$ cat src/rtl/scie_pkg.sv
// -----------------------------------------------------------------------------
// scie_pkg
// Shared definitions for the SCIE FIR sequencer:
//   - OPC_COEF / OPC_PUSH / OPC_READ : SCIE instruction words issued by the
//     sequencer (load a coefficient, push a sample, read the filter result).
//   - seq_state_e                    : sequencer FSM state encoding.
// -----------------------------------------------------------------------------
package scie_pkg;

  localparam logic [31:0] OPC_COEF = 32'd11;
  localparam logic [31:0] OPC_PUSH = 32'd43;
  localparam logic [31:0] OPC_READ = 32'd91;

  typedef enum logic [2:0] {
    ST_IDLE = 3'd0,
    ST_PUSH = 3'd1,
    ST_GAP  = 3'd2,
    ST_READ = 3'd3,
    ST_WAIT = 3'd4,
    ST_OUT  = 3'd5
  } seq_state_e;

endpackage

$ cat src/rtl/scie_seq_fifo.sv
// -----------------------------------------------------------------------------
// scie_seq_fifo
// Synchronous sample buffer, DATA_W x DEPTH (DEPTH a power of two, >= 2).
// Head is presented combinationally (show-ahead); there is no bypass, so a
// sample written this cycle is visible at the head the next cycle at earliest.
// Ports:
//   clk_i, rst_i   clock, synchronous active-high reset (empties the buffer)
//   push_i, data_i write request and data (ignored while full)
//   pop_i          remove head (ignored while empty)
//   head_o         oldest entry
//   full_o,empty_o occupancy flags
// -----------------------------------------------------------------------------
module scie_seq_fifo #(
  parameter int DATA_W = 32,
  parameter int DEPTH  = 4
) (
  input  logic              clk_i,
  input  logic              rst_i,
  input  logic              push_i,
  input  logic [DATA_W-1:0] data_i,
  input  logic              pop_i,
  output logic [DATA_W-1:0] head_o,
  output logic              full_o,
  output logic              empty_o
);

  localparam int AW = $clog2(DEPTH);

  logic [DATA_W-1:0] mem_q [DEPTH];
  // One extra pointer bit distinguishes full from empty when indices match.
  logic [AW:0]       wr_ptr_q;
  logic [AW:0]       rd_ptr_q;
  logic              do_push;
  logic              do_pop;

  assign do_push = push_i && !full_o;
  assign do_pop  = pop_i && !empty_o;

  always_ff @(posedge clk_i) begin
    if (rst_i) begin
      wr_ptr_q <= '0;
      rd_ptr_q <= '0;
    end else begin
      if (do_push) wr_ptr_q <= wr_ptr_q + {{AW{1'b0}}, 1'b1};
      if (do_pop)  rd_ptr_q <= rd_ptr_q + {{AW{1'b0}}, 1'b1};
    end
  end

  always_ff @(posedge clk_i) begin
    if (do_push) mem_q[wr_ptr_q[AW-1:0]] <= data_i;
  end

  assign head_o  = mem_q[rd_ptr_q[AW-1:0]];
  assign empty_o = (wr_ptr_q == rd_ptr_q);
  assign full_o  = (wr_ptr_q[AW] != rd_ptr_q[AW]) &&
                   (wr_ptr_q[AW-1:0] == rd_ptr_q[AW-1:0]);

endmodule

$ cat src/rtl/scie_fir_sequencer.sv
// -----------------------------------------------------------------------------
// scie_fir_sequencer
// Drives an SCIE FIR accelerator: loads coefficients (COEF), and for every
// buffered sample issues PUSH, one idle gap cycle, READ, waits RD_LAT cycles
// for io_scie_rd, and presents the result on the output handshake.
//
// Handshakes (cfg, in, out): a transfer happens on a rising clock edge where
// valid && ready are both 1; the sender holds valid and payload stable until
// that edge, and ready never depends on the sender's valid.
//
// Ports:
//   clock, reset                 single clock, synchronous active-high reset
//   io_cfg_valid/ready/idx/coef  coefficient load; io_cfg_err pulses one cycle
//                                after a load with idx >= NTAPS
//   io_in_valid/ready/data       sample input into the FIFO
//   io_out_valid/ready/data      filter result
//   io_scie_valid/insn/rs1/rs2   SCIE issue (all zero when valid is 0)
//   io_scie_rd                   SCIE result, valid RD_LAT cycles after READ
//   io_dbg_state                 current FSM state (seq_state_e encoding)
//   io_stat_samples/stalls       only with SCIE_SEQ_STATS_EN defined: wrapping
//                                counts of delivered results and stalled OUT
//                                cycles
// -----------------------------------------------------------------------------
module scie_fir_sequencer
  import scie_pkg::*;
#(
  parameter int DATA_W     = 32,
  parameter int NTAPS      = 5,
  parameter int FIFO_DEPTH = 4,
  parameter int RD_LAT     = 1
) (
  input  logic              clock,
  input  logic              reset,
  input  logic              io_cfg_valid,
  output logic              io_cfg_ready,
  input  logic [7:0]        io_cfg_idx,
  input  logic [DATA_W-1:0] io_cfg_coef,
  output logic              io_cfg_err,
  input  logic              io_in_valid,
  output logic              io_in_ready,
  input  logic [DATA_W-1:0] io_in_data,
  output logic              io_out_valid,
  input  logic              io_out_ready,
  output logic [DATA_W-1:0] io_out_data,
  output logic              io_scie_valid,
  output logic [31:0]       io_scie_insn,
  output logic [31:0]       io_scie_rs1,
  output logic [31:0]       io_scie_rs2,
  input  logic [31:0]       io_scie_rd,
  output logic [2:0]        io_dbg_state
`ifdef SCIE_SEQ_STATS_EN
  ,
  output logic [15:0]       io_stat_samples,
  output logic [15:0]       io_stat_stalls
`endif
);

  localparam int CNT_W = (RD_LAT > 1) ? $clog2(RD_LAT) : 1;

  seq_state_e        state_q;
  logic [CNT_W-1:0]  wait_cnt_q;
  logic [DATA_W-1:0] out_data_q;
  logic              cfg_err_q;

  logic              fifo_full;
  logic              fifo_empty;
  logic [DATA_W-1:0] fifo_head;
  logic              in_fire;
  logic              cfg_fire;
  logic              idx_ok;

  // Ready outputs are forced low while reset is asserted.
  assign io_cfg_ready = (state_q == ST_IDLE) && !reset;
  assign io_in_ready  = !fifo_full && !reset;
  assign cfg_fire     = io_cfg_valid && io_cfg_ready;
  assign in_fire      = io_in_valid && io_in_ready;
  assign idx_ok       = ({24'd0, io_cfg_idx} < 32'(NTAPS));

  scie_seq_fifo #(
    .DATA_W (DATA_W),
    .DEPTH  (FIFO_DEPTH)
  ) u_fifo (
    .clk_i   (clock),
    .rst_i   (reset),
    .push_i  (in_fire),
    .data_i  (io_in_data),
    .pop_i   (state_q == ST_PUSH),
    .head_o  (fifo_head),
    .full_o  (fifo_full),
    .empty_o (fifo_empty)
  );

  // SCIE issue decode from the registered state. COEF is the only issue that
  // also depends on inputs: it goes out in the same cycle as the cfg transfer.
  always_comb begin
    io_scie_valid = 1'b0;
    io_scie_insn  = '0;
    io_scie_rs1   = '0;
    io_scie_rs2   = '0;
    if (!reset) begin
      case (state_q)
        ST_IDLE: begin
          if (cfg_fire && idx_ok) begin
            io_scie_valid = 1'b1;
            io_scie_insn  = OPC_COEF;
            io_scie_rs1   = 32'(io_cfg_coef);
            io_scie_rs2   = {24'd0, io_cfg_idx};
          end
        end
        ST_PUSH: begin
          io_scie_valid = 1'b1;
          io_scie_insn  = OPC_PUSH;
          io_scie_rs1   = 32'(fifo_head);
        end
        ST_READ: begin
          io_scie_valid = 1'b1;
          io_scie_insn  = OPC_READ;
        end
        default: ;
      endcase
    end
  end

  always_ff @(posedge clock) begin
    if (reset) begin
      state_q    <= ST_IDLE;
      wait_cnt_q <= '0;
      out_data_q <= '0;
      cfg_err_q  <= 1'b0;
    end else begin
      cfg_err_q <= cfg_fire && !idx_ok;
      case (state_q)
        ST_IDLE: begin
          // A presented cfg beat wins over a buffered sample.
          if (!io_cfg_valid && !fifo_empty) state_q <= ST_PUSH;
        end
        ST_PUSH: state_q <= ST_GAP;
        ST_GAP:  state_q <= ST_READ;
        ST_READ: begin
          wait_cnt_q <= '0;
          state_q    <= ST_WAIT;
        end
        ST_WAIT: begin
          // Last WAIT cycle is the one where io_scie_rd carries the READ data.
          if (wait_cnt_q == CNT_W'(RD_LAT - 1)) begin
            out_data_q <= DATA_W'(io_scie_rd);
            state_q    <= ST_OUT;
          end else begin
            wait_cnt_q <= wait_cnt_q + {{(CNT_W-1){1'b0}}, 1'b1};
          end
        end
        ST_OUT: begin
          if (io_out_ready) state_q <= ST_IDLE;
        end
        default: state_q <= ST_IDLE;
      endcase
    end
  end

  assign io_out_valid = (state_q == ST_OUT);
  assign io_out_data  = out_data_q;
  assign io_cfg_err   = cfg_err_q;
  assign io_dbg_state = state_q;

`ifdef SCIE_SEQ_STATS_EN
  logic [15:0] stat_samples_q;
  logic [15:0] stat_stalls_q;

  always_ff @(posedge clock) begin
    if (reset) begin
      stat_samples_q <= '0;
      stat_stalls_q  <= '0;
    end else begin
      if (io_out_valid && io_out_ready)  stat_samples_q <= stat_samples_q + 16'd1;
      if (io_out_valid && !io_out_ready) stat_stalls_q  <= stat_stalls_q + 16'd1;
    end
  end

  assign io_stat_samples = stat_samples_q;
  assign io_stat_stalls  = stat_stalls_q;
`endif

endmodule

$ cat config.mk
export PLATFORM = sky130hd
export DESIGN_NAME = scie_fir_sequencer
export DESIGN_NICKNAME = d
export VERILOG_FILES = /design/src/rtl/scie_pkg.sv /design/src/rtl/scie_seq_fifo.sv /design/src/rtl/scie_fir_sequencer.sv
export SDC_FILE = /design/constraint.sdc
export NUM_CORES = 1
export LEC_CHECK = 0
export ABC_AREA = 1
export CAP_MARGIN = 20
export CELL_PAD_IN_SITES_DETAIL_PLACEMENT = 0
export CELL_PAD_IN_SITES_GLOBAL_PLACEMENT = 1
export CORE_MARGIN = 1.5
export CORE_UTILIZATION = 35
export CTS_CLUSTER_DIAMETER = 40
export DETAILED_ROUTE_END_ITERATION = 10
export PLACE_DENSITY_LB_ADDON = 0.12
export SLEW_MARGIN = 0
export SYNTH_ARGS = -nofsm -noshare
export SYNTH_HDL_FRONTEND = slang
export SYNTH_SLANG_ARGS = --single-unit
export TNS_END_PERCENT = 1
$ cat constraint.sdc
create_clock -name clock -period 3.5 [get_ports clock]
set_input_delay 0.35 -clock clock [delete_from_list [all_inputs] [get_ports clock]]
set_output_delay 0.35 -clock clock [all_outputs]
set_load 0.02 [all_outputs]
==> impl_metrics.env <==
export IMPL_rows=53
export IMPL_critPathLaunchType="flop"
export IMPL_synth_mux_area_fraction=0
export IMPL_first_global_vias=5480
export IMPL_crit_end="io_scie_rs1[18]"
export IMPL_dp_hpwl_um=12800
export IMPL_antenna_found_initial=1
export IMPL_ios=245
export IMPL_syn2layout_area_growth_pct=34.1
export IMPL_finalHoldViolations=0
export IMPL_cts_buffer_depth=2
export IMPL_synthTopCellsByArea="edfxtp_1 51%, dfxtp_1 12%, nor2_1 8.9%"
export IMPL_ys_ff_latch=172
export IMPL_ff2ff_path_depth=7
export IMPL_core_area_sq_um=21100
export IMPL_routedWlPerCell_um=15.6
export IMPL_synth_warnings=0
export IMPL_synth_seq_area_share=0.626
export IMPL_synth_edff_count=128
export IMPL_synth_compound_area_frac=0.112
export IMPL_via_per_inst=4.66
export IMPL_clkLatencyLatePin_ps=420
export IMPL_final_util=0.480
export IMPL_numCtsBuffers=17
export IMPL_synthArstFlopShare=0
export IMPL_routed_via_count=5701
export IMPL_crit_required_ps=3150
export IMPL_worst_setup_path_type="reg2out"
export IMPL_syn_area_sq_um=7550
export IMPL_grt_pass1_wl_um=28900
export IMPL_yosys_area_share_adder=0.00828
export IMPL_path_max_fanout=34
export IMPL_cts_max_level=4
export IMPL_synth_cells_most_frequent="180 x nor2_1, 128 x edfxtp_1, 114 x o21ai_0, 59 x buf_4, 53 x nand2_1"
export IMPL_dieWidth_um=150
export IMPL_dp_slack_ps=658
export IMPL_ff2ff_setup_slack_ps=1220
export IMPL_grt_ovfl_total=0
export IMPL_avgSynthCellArea_sq_um=9.95
export IMPL_synth_xor_area_frac=0.00232
export IMPL_status="finished clean"
export IMPL_rsz0062_at_grt="false"
export IMPL_drcViolationCount=0
export IMPL_tightestPinTransition_ps=1010
export IMPL_synth_top_family_by_area="simple AND/OR/NAND/NOR gates"
export IMPL_ant_nets=0
export IMPL_dieArea_sq_um=22500
export IMPL_synth_main_ff_cell="edfxtp_1"
export IMPL_final_min_clock_period_ps=3210
export IMPL_final_max_slew_violation_count=0
export IMPL_grt_use_total=0.169
export IMPL_setup_viol=0
export IMPL_timing_final_ws_setup_ps=288
export IMPL_cts_tree="built"
export IMPL_crit_chain="buf_4, nor2_1, nor2_1, o21ai_0, o21ai_0, nand2_1, a21oi_1, clkdlybuf4s50_1"
export IMPL_routed_wl_um=19100
export IMPL_worstSetupEndpointType="output port"
export IMPL_ctsResizeCount=0
export IMPL_grt_max_degree=51
export IMPL_synth_top_area_frac=0.509
export IMPL_power_density_nw_per_um2=540
export IMPL_port_buffers=189
export IMPL_syn_instance_count=759
export IMPL_slowest_stage="dfxtp_2"
export IMPL_tns_ps=0
export IMPL_drive_gt1_frac=0.0655
export IMPL_max_stage_delay_ps=710
export IMPL_clk_pin_slew_worst_paths_ps=60
export IMPL_drv_cap=0
export IMPL_post_synth_top_area_cell="edfxtp_1"
export IMPL_timing_final_crit_share=0.918
export IMPL_drtIter0Drc=264
export IMPL_r2r_start="u_fifo.wr_ptr_q[0]"
export IMPL_maxSlewHeadroom=0.329
export IMPL_holdCritPathClass="in2reg"
export IMPL_worstPathArrival_ps=2860
export IMPL_nets=1049
export IMPL_finalPower_mw=5.47
export IMPL_netlist_cell_type_count=28
export IMPL_ir_worst_vdd_uv=328
export IMPL_die_h_um=150
export IMPL_synthMostInstantiatedCell="nor2_1"
export IMPL_skew_ps=10.7
export IMPL_drt_pass1_iter_count=6
export IMPL_postCtsSetupRepairBufs=0
export IMPL_start_util=0.358
export IMPL_worst_r2r_endpoint="u_fifo.mem_q[2][15]"
export IMPL_max_freq_ghz=0.311
export IMPL_yosys_area_share_simple=0.153
export IMPL_routabilityCongestion=0.762
export IMPL_postCtsHoldBufs=0
export IMPL_cts_root_buf="clkbuf_16"
export IMPL_leakage_nw=3.53
export IMPL_cts_sinks=172
==> area by class of cell <==
cell class | count | area, sq um
Tap cell | 275 | 344
Sequential cell | 172 | 4730
Inverter | 24 | 90.1
Clock buffer | 17 | 425
Timing Repair Buffer | 206 | 2050
Antenna cell | 1 | 2.50
Clock inverter | 14 | 155
Fill cell | 1956 | 11000
Multi-Input combinational cell | 514 | 2330
==> sequential cells by signal, summed over array words and instances, names as in the netlist, named ones only <==
name	cells
u_fifo.mem_q	128
io_cfg_err	1
u_fifo.rd_ptr_q	3
u_fifo.wr_ptr_q	3
io_out_data	32
io_dbg_state	3
==> per-layer routing <==
metal	vias up	wire, um	track usage
li1	2829	-	-
met1	2702	8250	0.206
met2	157	9690	0.296
met3	13	984	0.0405
met4	0	153	0.0500
met5	-	0	0
==> per-stage QoR <==
stage	cells	cell area [sq um]	hold WS [ps]
after floorplan	813	7750	449
after global placement	1191	9540	466
after detailed placement	1191	9540	473
after CTS	1222	10100	358
after global routing	1222	10100	384
final	1223	10100	380
==> critical path, delay by kind of cell (launching register included) <==
| family | cells | cell delay [ps] |
|---|---|---|
| AND/OR/NAND/NOR | 3 | 300 |
| buffers and inverters | 2 | 1080 |
| AO/OA/AOI/OAI | 3 | 350 |
| flip-flops | 1 | 710 |
==> placed cells by master, fill, tap and decap left out, drive strengths merged <==
cell / Yosys / routed
a21oi: 38 / 38
a31oi: 1 / 1
buf: 82 / 18
bufinv: 0 / 1
clkbuf: 21 / 17
clkdlybuf4s50: 0 / 188
clkinv: 0 / 3
clkinvlp: 0 / 3
conb: 1 / 55
dfxtp: 44 / 44
diode: 0 / 1
edfxtp: 128 / 128
ha: 5 / 5
inv: 24 / 31
nand2: 54 / 54
nand3: 40 / 40
nand3b: 1 / 1
nand4: 3 / 3
nor2: 182 / 182
nor3: 2 / 2
nor4: 1 / 1
o21ai: 130 / 130
xor2: 2 / 2
==> power by group <==
part | total, mW | leakage, nW | internal [mW] | switching [mW]
clock | 1.83 | 0.275 | 1.01 | 0.825
combinational | 1.27 | 1.74 | 0.511 | 0.761
sequential | 2.36 | 1.52 | 2.28 | 0.0786
==> worst min-delay path by stage <==
stage,from,end,slack (ps),depth (start not counted)
after floorplan,io_in_data[0],u_fifo.mem_q[0][0],450,0
after global placement,io_out_data[15],io_out_data[15],470,2
after detailed placement,io_out_data[24],io_out_data[24],470,2
after CTS,reset,u_fifo.wr_ptr_q[1],360,4
after global routing,reset,u_fifo.wr_ptr_q[1],380,4
final,reset,u_fifo.wr_ptr_q[1],380,4
==> cell families after synthesis <==
| family | count (synthesis) |
|---|---|
| AO/OA/AOI/OAI | 169 |
| XOR/XNOR | 2 |
| adder cells (fa/ha/maj) | 5 |
| buffers and inverters | 127 |
| flip-flops | 172 |
| other | 1 |
| AND/OR/NAND/NOR | 283 |
(Power assumes the default switching activity.)
